File: src/rtl/vote_pipe_if.sv
// Handshake bundle for vote_pipe: input word set on one side, voted result on the other.
// The master drives words and consumes results; the slave is the voter.
interface vote_pipe_if #(
  parameter int N = 3,
  parameter int W = 8
) ();
  logic           in_valid;
  logic           in_ready;
  logic [N*W-1:0] in_data;
  logic           mode;
  logic           out_valid;
  logic           out_ready;
  logic [W-1:0]   out_data;
  logic           out_unanimous;
  logic [N-1:0]   out_dissent;

  modport master (
    output in_valid, in_data, mode, out_ready,
    input  in_ready, out_valid, out_data, out_unanimous, out_dissent
  );

  modport slave (
    input  in_valid, in_data, mode, out_ready,
    output in_ready, out_valid, out_data, out_unanimous, out_dissent
  );
endinterface

File: src/rtl/vote_pipe.sv
// Registered N-channel bitwise majority/minority voter with one output register
// and a saturating disagreement counter per channel.
module vote_pipe #(
  parameter int N     = 3,
  parameter int W     = 8,
  parameter int CNT_W = 8
) (
  input  logic               clk,
  input  logic               rst_n,
  vote_pipe_if.slave         vif,
  input  logic               clr_cnt,
  output logic [N*CNT_W-1:0] dis_cnt
);

  if ((N % 2) == 0 || N < 3) begin : g_bad_n
    $error("vote_pipe: N must be odd and >= 3");
  end

  function automatic logic [N-1:0] column(input logic [N*W-1:0] d, input int b);
    logic [N-1:0] col;
    col = '0;
    for (int k = 0; k < N; k++) col[k] = d[k*W + b];
    return col;
  endfunction

  function automatic logic maj_bit(input logic [N-1:0] bits);
    int pop;
    pop = 0;
    for (int k = 0; k < N; k++) pop += int'(bits[k]);
    return pop > (N / 2);
  endfunction

  function automatic logic [CNT_W-1:0] sat_inc(input logic [CNT_W-1:0] c, input logic en);
    if (en && (c != '1)) return c + CNT_W'(1);
    return c;
  endfunction

  logic           w_in_xfer;
  logic [N*W-1:0] w_data;
  logic [W-1:0]   w_maj;
  logic [N-1:0]   w_dissent;

  logic           r_vld_p1;
  logic [W-1:0]   r_data_p1;
  logic           r_unan_p1;
  logic [N-1:0]   r_dissent_p1;
  logic [CNT_W-1:0] r_cnt [N];

  // Masking keeps an undriven in_data from reaching the vote when nothing is offered.
  assign w_data    = vif.in_valid ? vif.in_data : '0;
  assign w_in_xfer = vif.in_valid && vif.in_ready;

  always_comb begin
    w_maj = '0;
    for (int b = 0; b < W; b++) w_maj[b] = maj_bit(column(w_data, b));
  end

  always_comb begin
    w_dissent = '0;
    for (int k = 0; k < N; k++) w_dissent[k] = (w_data[k*W +: W] != w_maj);
  end

  // ---- stage p1: output register ----
  always_ff @(posedge clk) begin
    if (!rst_n) begin
      r_vld_p1     <= 1'b0;
      r_data_p1    <= '0;
      r_unan_p1    <= 1'b0;
      r_dissent_p1 <= '0;
    end else if (w_in_xfer) begin
      r_vld_p1     <= 1'b1;
      r_data_p1    <= vif.mode ? ~w_maj : w_maj;
      r_unan_p1    <= ~|w_dissent;
      r_dissent_p1 <= w_dissent;
    end else if (vif.out_ready) begin
      r_vld_p1     <= 1'b0;
    end
  end

  // Clear beats a simultaneous transfer: that transfer is not counted.
  always_ff @(posedge clk) begin
    if (!rst_n || clr_cnt) begin
      for (int k = 0; k < N; k++) r_cnt[k] <= '0;
    end else if (w_in_xfer) begin
      for (int k = 0; k < N; k++) r_cnt[k] <= sat_inc(r_cnt[k], w_dissent[k]);
    end
  end

  for (genvar g = 0; g < N; g++) begin : g_cnt
    assign dis_cnt[g*CNT_W +: CNT_W] = r_cnt[g];
  end

  assign vif.in_ready      = !r_vld_p1 || vif.out_ready;
  assign vif.out_valid     = r_vld_p1;
  assign vif.out_data      = r_data_p1;
  assign vif.out_unanimous = r_unan_p1;
  assign vif.out_dissent   = r_dissent_p1;

endmodule

File: src/flat_wrapper.sv
// flat-port wrapper written by rule: the top's interface ports become plain ports
module vote_pipe_flat 
#(
  parameter int N     = 3,
  parameter int W     = 8,
  parameter int CNT_W = 8
)
  (clk, rst_n, clr_cnt, dis_cnt, vif_in_valid, vif_in_data, vif_mode, vif_out_ready, vif_in_ready, vif_out_valid, vif_out_data, vif_out_unanimous, vif_out_dissent);
  vote_pipe_if #(.N(N), .W(W)) vif_i ();
  input  logic clk;
  input  logic rst_n;
  input  logic clr_cnt;
  output logic [N*CNT_W-1:0] dis_cnt;
  input wire logic [$bits(vif_i.in_valid)-1:0] vif_in_valid;
  input wire logic [$bits(vif_i.in_data)-1:0] vif_in_data;
  input wire logic [$bits(vif_i.mode)-1:0] vif_mode;
  input wire logic [$bits(vif_i.out_ready)-1:0] vif_out_ready;
  output wire logic [$bits(vif_i.in_ready)-1:0] vif_in_ready;
  output wire logic [$bits(vif_i.out_valid)-1:0] vif_out_valid;
  output wire logic [$bits(vif_i.out_data)-1:0] vif_out_data;
  output wire logic [$bits(vif_i.out_unanimous)-1:0] vif_out_unanimous;
  output wire logic [$bits(vif_i.out_dissent)-1:0] vif_out_dissent;
  assign vif_i.in_valid = vif_in_valid;
  assign vif_i.in_data = vif_in_data;
  assign vif_i.mode = vif_mode;
  assign vif_i.out_ready = vif_out_ready;
  assign vif_in_ready = vif_i.in_ready;
  assign vif_out_valid = vif_i.out_valid;
  assign vif_out_data = vif_i.out_data;
  assign vif_out_unanimous = vif_i.out_unanimous;
  assign vif_out_dissent = vif_i.out_dissent;
  vote_pipe #(.N(N), .W(W), .CNT_W(CNT_W)) u_core (.clk(clk), .rst_n(rst_n), .vif(vif_i), .clr_cnt(clr_cnt), .dis_cnt(dis_cnt));
endmodule
File: config.mk
export PLATFORM = sky130hd
export DESIGN_NAME = vote_pipe_flat
export DESIGN_NICKNAME = d
export VERILOG_FILES = /design/src/rtl/vote_pipe_if.sv /design/src/rtl/vote_pipe.sv /design/src/flat_wrapper.sv
export SDC_FILE = /design/constraint.sdc
export NUM_CORES = 1
export LEC_CHECK = 0
export ABC_CLOCK_PERIOD_IN_PS = 4000
export BUFFER_PORTS_ARGS = -buffer_cell sky130_fd_sc_hd__buf_2
export CELL_PAD_IN_SITES_DETAIL_PLACEMENT = 1
export CELL_PAD_IN_SITES_GLOBAL_PLACEMENT = 1
export CORE_MARGIN = 5
export CORE_UTILIZATION = 39
export DETAILED_ROUTE_END_ITERATION = 8
export GPL_ROUTABILITY_DRIVEN = 0
export PLACE_DENSITY_LB_ADDON = 0.1
export SETUP_SLACK_MARGIN = 0.15
export SLEW_MARGIN = 5
export SYNTH_ARGS = -nofsm -noshare
export SYNTH_HDL_FRONTEND = slang
export SYNTH_SLANG_ARGS = --single-unit
File: constraint.sdc
create_clock -name clk -period 4 [get_ports clk]
set_input_delay 0.4 -clock clk [delete_from_list [all_inputs] [get_ports clk]]
set_output_delay 0.4 -clock clk [all_outputs]
set_load 0.02 [all_outputs]
==> impl_results.md, run 1 <==
- Worst-Margin Slew: 1.23 ns
- Post-synth EDFFs: 24
- Synth area leaders: edfxtp_1, dfxtp_1, nor2_1
- Yosys top cell area share: 0.280
- Post_cts resized: 0
- Die X: 91.2 um
- Rel. slew slack: 0.169
- Skew final: 0.0128 ns
- Hold-fix buffers, CTS: 0
- Die Height: 91.2 um
- Min-delay worst type: flop to flop
- Critical path data arrival time: 2.95 ns
- Leakage power: 1.41 nW
- Min Tclk post-route: 3.04 ns
- Crit Path Category: input port to flop
- Post-DR vias/cell: 5.31
- Initial core utilization: 0.403
- Synthesized area per cell: 8.38 um2
- Commonest cells in the netlist: nor2_1, nand2_1, a21oi_1
- Max Cap Viol: 0
- Total grt overflow: 0
- R2R Setup Slk: 1.53 ns
- CP top delay family: compound AO/OA/AOI/OAI gates
- # IOs: 68
- CP required: 3.92 ns
- Buf/Inv on CP: 2
- Crit Path Max Fanout: 14
- Cell Count Post-Placement: 442
- Setup ws final: 0.963 ns
- Routed wire length: 7.14 mm
- Setup_tns: 0 ns
- Core Rows: 29
- Layout cells sized above 1: 0.223
- CTS tree: yes
- Asr flop ratio synth: 0
- DP Worst Slack: 0.626 ns
- Die ar.: 0.00832 mm2
- Layout Cells excl Fill: 450
- Post-Syn Nets: 348
- CP Launch Type: input port
- GRT Overall Usage: 0.175
- Setup bufs post-CTS: 0
- Netlist cell types: 43
- Fmax achieved: 329 MHz
- Later-pin clock latency in the skew report: 0.29 ns
- Initial DRC Count: 76
- Register bit total from synthesis: 37
- Final slew viol count: 0
- Port bufs: 67
- Yosys warnings: 0
- Initial antenna violation count: 0
- Top FF cell, synth: edfxtp_1
- Hold slack: 0.453 ns
- DR WL/cell: 15.9 um
- Clock Sinks: 37
- Mapped Area: 0.00257 mm2
- First-pass GRT wire length: 12.1 mm
- Root buffer cell: clkbuf_8
- RSZ-0062 raised after global routing: no
- Crit path largest cell delay: 0.87 ns
- Htree depth: 2
- Longest Clk Path Bufs: 2
- ANT cells: 0
- Core Box Area: 0.00639 mm2
- Leading area contributor after synthesis: edfxtp_1
- Area growth syn-to-layout: 19.0%
- Post-layout net count: 413
- Final setup vio count: 0
- TritonCTS Buffers: 5
- Seq/Total Area, Yosys: 0.381
- Clock transition at the registers of the reported paths: 0.08 ns
- Antenna-violating nets left: 0
- Post-route cell area: 0.00306 mm2
- Mapped Cells: 307
- Placed Area: 0.00298 mm2
- Crit-path cells: buf_2 > buf_4 > and2_1 > ha_1 > a21o_1 > a21oi_1 > a311o_1 > nor4_2 > o221a_2 > o21ai_0
- Total power: 947 uW
- Routed via count: 2389
- Worst VDD drop: 172 uV
- Drt pass-1 iters: 5
- Final Hold Viols: 0
- Filler cells: 792
- Number of global-route vias before repair: 2541
- DP Wirelength: 5.83 mm
- Tcrit/Tclk final: 0.759
- Worst path slowest cell: o21ai_0
- Crit. End Element: flop
- DRC Markers: 0
- Count leader, synth: nor2_1
- Status: completed
- Largest net degree at the start of global routing: 22
- Power Density: 309 mW/mm2
- Core Util, Final: 0.479
## worst reg2reg max path, stage by stage, from the launching register on
cell and delay (ns):
edfxtp_1 0.48, and3_1 0.24, and2_1 0.18, a41o_1 0.24, o21ai_0 0.94
## layout by cell type (no fill, tap or decap), types with 11 or more instances in the layout
cell	instances
a21oi_1	26
inv_1	15
nand2_1	32
edfxtp_1	24
buf_2	67
xnor2_1	17
dfxtp_1	13
nor2_1	48
ha_1	11
and3_1	12
## layout make-up
type / instances / area, um2 / area share
repair buffers: 72 / 373 / 0.122
well taps: 77 / 96.3 / 0.0315
flip-flops and latches: 37 / 981 / 0.320
clock buffers: 5 / 68.8 / 0.0225
multi-input cells: 241 / 1470 / 0.480
inverters: 15 / 56.3 / 0.0184
clock inverters: 3 / 17.5 / 0.00572
## logic make-up (layout without fill, tap and decap cells)
group                      count (synthesis)  in the layout  synth area share
adders and majority gates                 11             11            0.0535
buffers and inverters                     29             95            0.0481
and+or+nand+nor                          136            136             0.251
muxes                                      5              5            0.0194
AOI/OAI and AO/OA                         62             62             0.155
DFF                                       37             37             0.381
xor gates and xnor gates                  27             27            0.0919
## per-layer routing
layer,wire length [um],track usage,vias to the layer above,part of all wire
met2,3750,0.322,46,0.53
met3,251,0.0306,8,0.035
met4,108,0.0526,0,0.015
met5,0,0,-,0
li1,-,-,1214,-
met1,3030,0.206,1121,0.42
## path summary, 6_finish.rpt
| check | start | end | depth (start not counted) |
|---|---|---|---|
| worst max-delay path | vif_in_valid | u_core.r_cnt[0][14]$_SDFFCE_PN0P_ | 10 |
| worst min-delay path | u_core.vif.out_data[6]$_SDFFE_PN0P_ | u_core.vif.out_data[6]$_SDFFE_PN0P_ | 2 |
| worst max register to register | u_core.r_cnt[0][18]$_SDFFCE_PN0P_ | u_core.r_cnt[0][17]$_SDFFCE_PN0P_ | 4 |
| worst min register to register | u_core.vif.out_data[6]$_SDFFE_PN0P_ | u_core.vif.out_data[6]$_SDFFE_PN0P_ | 2 |
## registers in the layout, indices dropped and copies added (netlist names)
name                      count
u_core.vif.out_data           8
u_core.vif.out_dissent        3
u_core.r_cnt                 24
u_core.vif.out_valid          1
u_core.vif.out_unanimous      1
## power breakdown
group / switching, mW / internal [mW] / total, mW / leakage (nW)
registers: 0.0227 / 0.433 / 0.456 / 0.383
clock network: 0.134 / 0.120 / 0.254 / 0.0439
logic: 0.145 / 0.0917 / 0.237 / 0.984
Power figures use the tool's default switching activity.
==> inputs of run 2 (changes only) <==
- ABC_CLOCK_PERIOD_IN_PS: 4000 -> 2900
- clock period: 4 -> 2.9 ns (I/O delays scaled with it)
==> run 2 against run 1 <==
Compared with the run above: non-clock buffer count is 6 higher; combinational power is 44% higher; setup slack worse by 0.58 ns; clock skew is 0.0020 ns lower; first-iteration DRC count is 26% lower; largest power group unchanged; highest routed layer unchanged.
==> impl_results.md, run 2 (synthesized netlist as in run 1, its figures left out) <==
- Longest Clk Path Bufs: 2
- Antenna-violating nets left: 0
- Crit Path Category: input port to flop
- Most frequent cells in the layout: buf_2, nor2_1, nand2_1
- Leakage power: 1.46 nW
- Htree depth: 2
- Post-DR vias/cell: 5.32
- Drt pass-1 iters: 4
- Rel. slew slack: 0.516
- Clock transition at the registers of the reported paths: 0.08 ns
- DP Worst Slack: -0.0319 ns
- Worst-Margin Slew: 0.724 ns
- Layout cells sized above 1: 0.237
- Total grt overflow: 0
- Setup_tns: 0 ns
- Gate power share: 0.240
- Setup ws final: 0.383 ns
- Worst VDD drop: 243 uV
- DR WL/cell: 16.3 um
- Core Rows: 29
- Area growth syn-to-layout: 22.7%
- Internal power: 1.01 mW
- Clk network pwr share: 0.319
- TritonCTS Buffers: 5
- Final setup vio count: 0
- GRT Overall Usage: 0.179
- Sw frac: 0.289
- Die Height: 91.2 um
- Crit Path Max Fanout: 9
- Root buffer cell: clkbuf_8
- CP Launch Type: input port
- DP Wirelength: 5.96 mm
- R2R Setup Slk: 1.09 ns
- Power Density: 451 mW/mm2
- Clock Sinks: 37
- Tcrit/Tclk final: 0.868
- Origin of the worst min-delay path: vif_out_ready
- Initial DRC Count: 56
- Fmax achieved: 397 MHz
- CP required: 2.84 ns
- Later-pin clock latency in the skew report: 0.29 ns
- Final slew viol count: 0
- Filler cells: 798
- # IOs: 68
- Number of global-route vias before repair: 2588
- Hold depth: 3
- Largest net degree at the start of global routing: 30
- Status: completed
- R2R cell count: 4
- Die ar.: 0.00832 mm2
- Skew final: 0.0108 ns
- Largest register FFs: 24
- Register share of total power: 0.442
- Crit. End Element: flop
- Routed via count: 2428
- Initial core utilization: 0.403
- DRC Markers: 0
- FF-to-FF End: u_core.r_cnt[0][0]$_SDFFCE_PN0P_
- RSZ-0062 raised after global routing: no
- Initial antenna violation count: 0
- Commonest non-fill, non-tap cell in the layout: buf_2
- Max Cap Viol: 0
- Biggest register: u_core.r_cnt
- Min-delay worst type: input port to flop
- Core Box Area: 0.00639 mm2
- Hold worst-path end: u_core.vif.out_valid$_SDFFE_PN0P_
- Reg2reg start: u_core.vif.out_valid$_SDFFE_PN0P_
- ANT cells: 0
- CTS tree: yes
- Sw Pwr: 411 uW
- Post-layout net count: 419
- Routed wire length: 7.41 mm
- First-pass GRT wire length: 12.4 mm
- Min Tclk post-route: 2.52 ns
- Die X: 91.2 um
- Port bufs: 67
- Final Hold Viols: 0
- Critical path data arrival time: 2.45 ns
[run 2: through the flow]
step	total power, mW	instance area (um2)	utilization	instances	hold slack [ns]
after floorplan	0.853	2580	-	307	0.464
after global placement	0.973	3040	0.476	448	0.439
after detailed placement	0.984	3040	0.476	448	0.450
after CTS	1.44	3150	0.494	456	0.381
after global routing	1.50	3160	0.494	456	0.403
final	1.42	3160	0.494	456	0.390
[run 2: per-layer routing]
metal	global-route usage	wire (um)
met1	0.206	3140
met5	0	0
met4	0.0440	74
met2	0.340	3910
met3	0.0281	293
[run 2: area by class of cell]
| class | count | area [um2] | area share |
|---|---|---|---|
| Inverter | 15 | 56.3 | 0.0178 |
| Multi-Input combinational cell | 241 | 1480 | 0.468 |
| Clock inverter | 1 | 30.0 | 0.00951 |
| Timing Repair Buffer | 78 | 430 | 0.136 |
| Tap cell | 77 | 96.3 | 0.0305 |
| Sequential cell | 37 | 981 | 0.311 |
| Clock buffer | 7 | 86.3 | 0.0273 |
[run 2: how the worst max path moves through the flow]
| stage | start | end | slack, ns |
|---|---|---|---|
| 2_1_floorplan | vif_in_valid | u_core.r_cnt[0][0]$_SDFFCE_PN0P_ | 0.18 |
| 3_3_place_gp | vif_in_valid | u_core.r_cnt[0][5]$_SDFFCE_PN0P_ | 0.04 |
| 3_5_place_dp | vif_in_valid | u_core.r_cnt[0][7]$_SDFFCE_PN0P_ | -0.03 |
| 4_1_cts | vif_in_valid | u_core.r_cnt[0][6]$_SDFFCE_PN0P_ | 0.24 |
| 5_1_grt | vif_in_valid | u_core.r_cnt[0][1]$_SDFFCE_PN0P_ | 0.14 |
| 6_report | vif_in_valid | u_core.r_cnt[0][12]$_SDFFCE_PN0P_ | 0.38 |
[run 2: power groups by stage]
stage / sequential, mW / combinational [mW] / clock, mW
final: 0.629 / 0.341 / 0.454
after global routing: 0.635 / 0.379 / 0.486
after CTS: 0.630 / 0.344 / 0.467
after detailed placement: 0.642 / 0.342 / 0
after global placement: 0.639 / 0.334 / 0
after floorplan: 0.679 / 0.174 / 0
[run 2: critical path: stages]
cell,delay [ns]
buf_2,0.12
inv_1,0.24
buf_4,0.19
nor2_1,0.04
ha_1,0.33
a21o_1,0.21
nor2_1,0.08
a311o_1,0.17
nor4_2,0.06
o221a_2,0.31
o21ai_2,0.40
[run 2: repair_timing]
item,in CTS,in global routing
gates resized for setup,0,1
buffers inserted,0,0
endpoints found under the setup margin,0,8
hold buffers,0,0
==> inputs of run 3 (changes only) <==
- CORE_MARGIN: 5 -> default
==> run 3 against run 2 <==
Compared with the run above: clock-buffer cell count down 2; design area decreased by 1.4%; clock power shrank 22%; sequential power about the same; combinational power shrank 2%; highest routed layer unchanged.
==> impl_results.md, run 3 (synthesized netlist as in run 1, its figures left out) <==
- Status: completed
- Total power: 1.32 mW
- Die Height: 83.2 um
- Antenna-violating nets left: 0
- Most frequent cells in the layout: buf_2, nor2_1, nand2_1
- Crit path largest cell delay: 0.39 ns
- Min Tclk post-route: 2.52 ns
- CP Launch Type: input port
- Biggest register: u_core.r_cnt
- Placed Area: 0.00302 mm2
- First-pass GRT wire length: 11.5 mm
- Area of the multi-input gates: 0.00148 mm2
- Clock transition at the registers of the reported paths: 0.08 ns
- Hold slack: 0.389 ns
- Filler cells: 804
- Worst path slowest cell: o21ai_2
- Core Rows: 29
- Rel. slew slack: 0.524
- Power Density: 423 mW/mm2
- Layout Cells excl Fill: 454
- DP Wirelength: 5.53 mm
- Core Box Area: 0.00635 mm2
- Commonest non-fill, non-tap cell in the layout: buf_2
- Leakage power: 1.44 nW
- Later-pin clock latency in the skew report: 0.29 ns
- Htree depth: 2
- Setup bufs post-CTS: 0
- Drt pass-1 iters: 4
- DRC Markers: 0
- Cell Count Post-Placement: 446
- Register Area: 981 um2
- Max Cap Viol: 0
- Post-DR vias/cell: 5.28
- CP required: 2.85 ns
- GRT Overall Usage: 0.208
- Area growth syn-to-layout: 20.9%
- Fmax achieved: 397 MHz
- Initial antenna violation count: 0
- Largest register FFs: 24
- Port bufs: 67
- Largest net degree at the start of global routing: 30
- Critical path data arrival time: 2.47 ns
- Crit Path Max Fanout: 11
- Worst VDD drop: 210 uV
- CTS tree: yes
- # IOs: 68
- Setup_tns: 0 ns
- Layout cells sized above 1: 0.233
- Crit-path cells: buf_2 > inv_1 > nor2_1 > ha_1 > a21o_1 > a21oi_1 > a311o_1 > nor4_2 > o221a_2 > o21ai_2
- Post-route cell area: 0.00311 mm2
- Routed via count: 2396
- Final setup vio count: 0
- Worst-Margin Slew: 0.713 ns
- Total grt overflow: 0
- Crit. End Element: flop
- Clock Sinks: 37
- DR WL/cell: 15.2 um
- Min-delay worst type: input port to flop
- Skew final: 0.0130 ns
- Number of global-route vias before repair: 2335
- Crit Path Category: input port to flop
- Die X: 83.2 um
- TritonCTS Buffers: 5
- Final Hold Viols: 0
- Root buffer cell: clkbuf_8
- ANT cells: 0
- Routed wire length: 6.89 mm
- Tcrit/Tclk final: 0.869
- Longest Clk Path Bufs: 2
- Post-layout net count: 417
- Initial core utilization: 0.405
- Die ar.: 0.00693 mm2
- Final slew viol count: 0
- RSZ-0062 raised after global routing: no
- Initial DRC Count: 86
-- run 3: repair_timing --
action	in CTS	in global routing
resized for setup	0	1
hold buffers	0	0
setup endpoints to repair	0	8
-- run 3: metal layers --
metal / wire [um] / up-vias / global-route usage
met2: 3570 / 48 / 0.379
li1: - / 1226 / -
met1: 3010 / 1116 / 0.246
met3: 213 / 6 / 0.0378
met4: 91 / 0 / 0.0611
met5: 0 / - / 0
-- run 3: final timing paths --
kind	cells after the start	slack, ns	startpoint	end
worst max-delay path	10	0.38	vif_in_valid	u_core.r_cnt[0][11]$_SDFFCE_PN0P_
worst min-delay path	3	0.39	vif_out_ready	u_core.vif.out_valid$_SDFFE_PN0P_
worst max register to register	5	1.09	u_core.vif.out_valid$_SDFFE_PN0P_	u_core.r_cnt[0][11]$_SDFFCE_PN0P_
worst min register to register	2	0.45	u_core.vif.out_data[2]$_SDFFE_PN0P_	u_core.vif.out_data[2]$_SDFFE_PN0P_
-- run 3: power breakdown --
part	leakage [nW]	internal [mW]	switching [mW]
clock	0.0455	0.166	0.188
sequential	0.383	0.597	0.0305
combinational	1.01	0.132	0.202
total	1.44	0.896	0.421
-- run 3: layout make-up --
cell class | count | share of cell area
clock buffers | 5 | 0.0221
clock inverters | 3 | 0.00563
inverters | 15 | 0.0181
multi-input cells | 241 | 0.474
flip-flops and latches | 37 | 0.315
well taps | 77 | 0.0310
repair buffers | 76 | 0.133
-- run 3: worst max-delay path: cells and delay by family --
| kind | cells | cell delay [ns] |
|---|---|---|
| AOI/OAI and AO/OA | 5 | 1.26 |
| and+or+nand+nor | 2 | 0.16 |
| buffers and inverters | 2 | 0.39 |
| adders and majority gates | 1 | 0.36 |
-- run 3: through the flow --
stage	util	setup slack, ns
3_3_place_gp	0.476	0.0745
6_report	0.490	0.381
3_5_place_dp	0.476	0.00605
4_1_cts	0.489	0.308
2_1_floorplan	-	0.177
5_1_grt	0.490	0.164
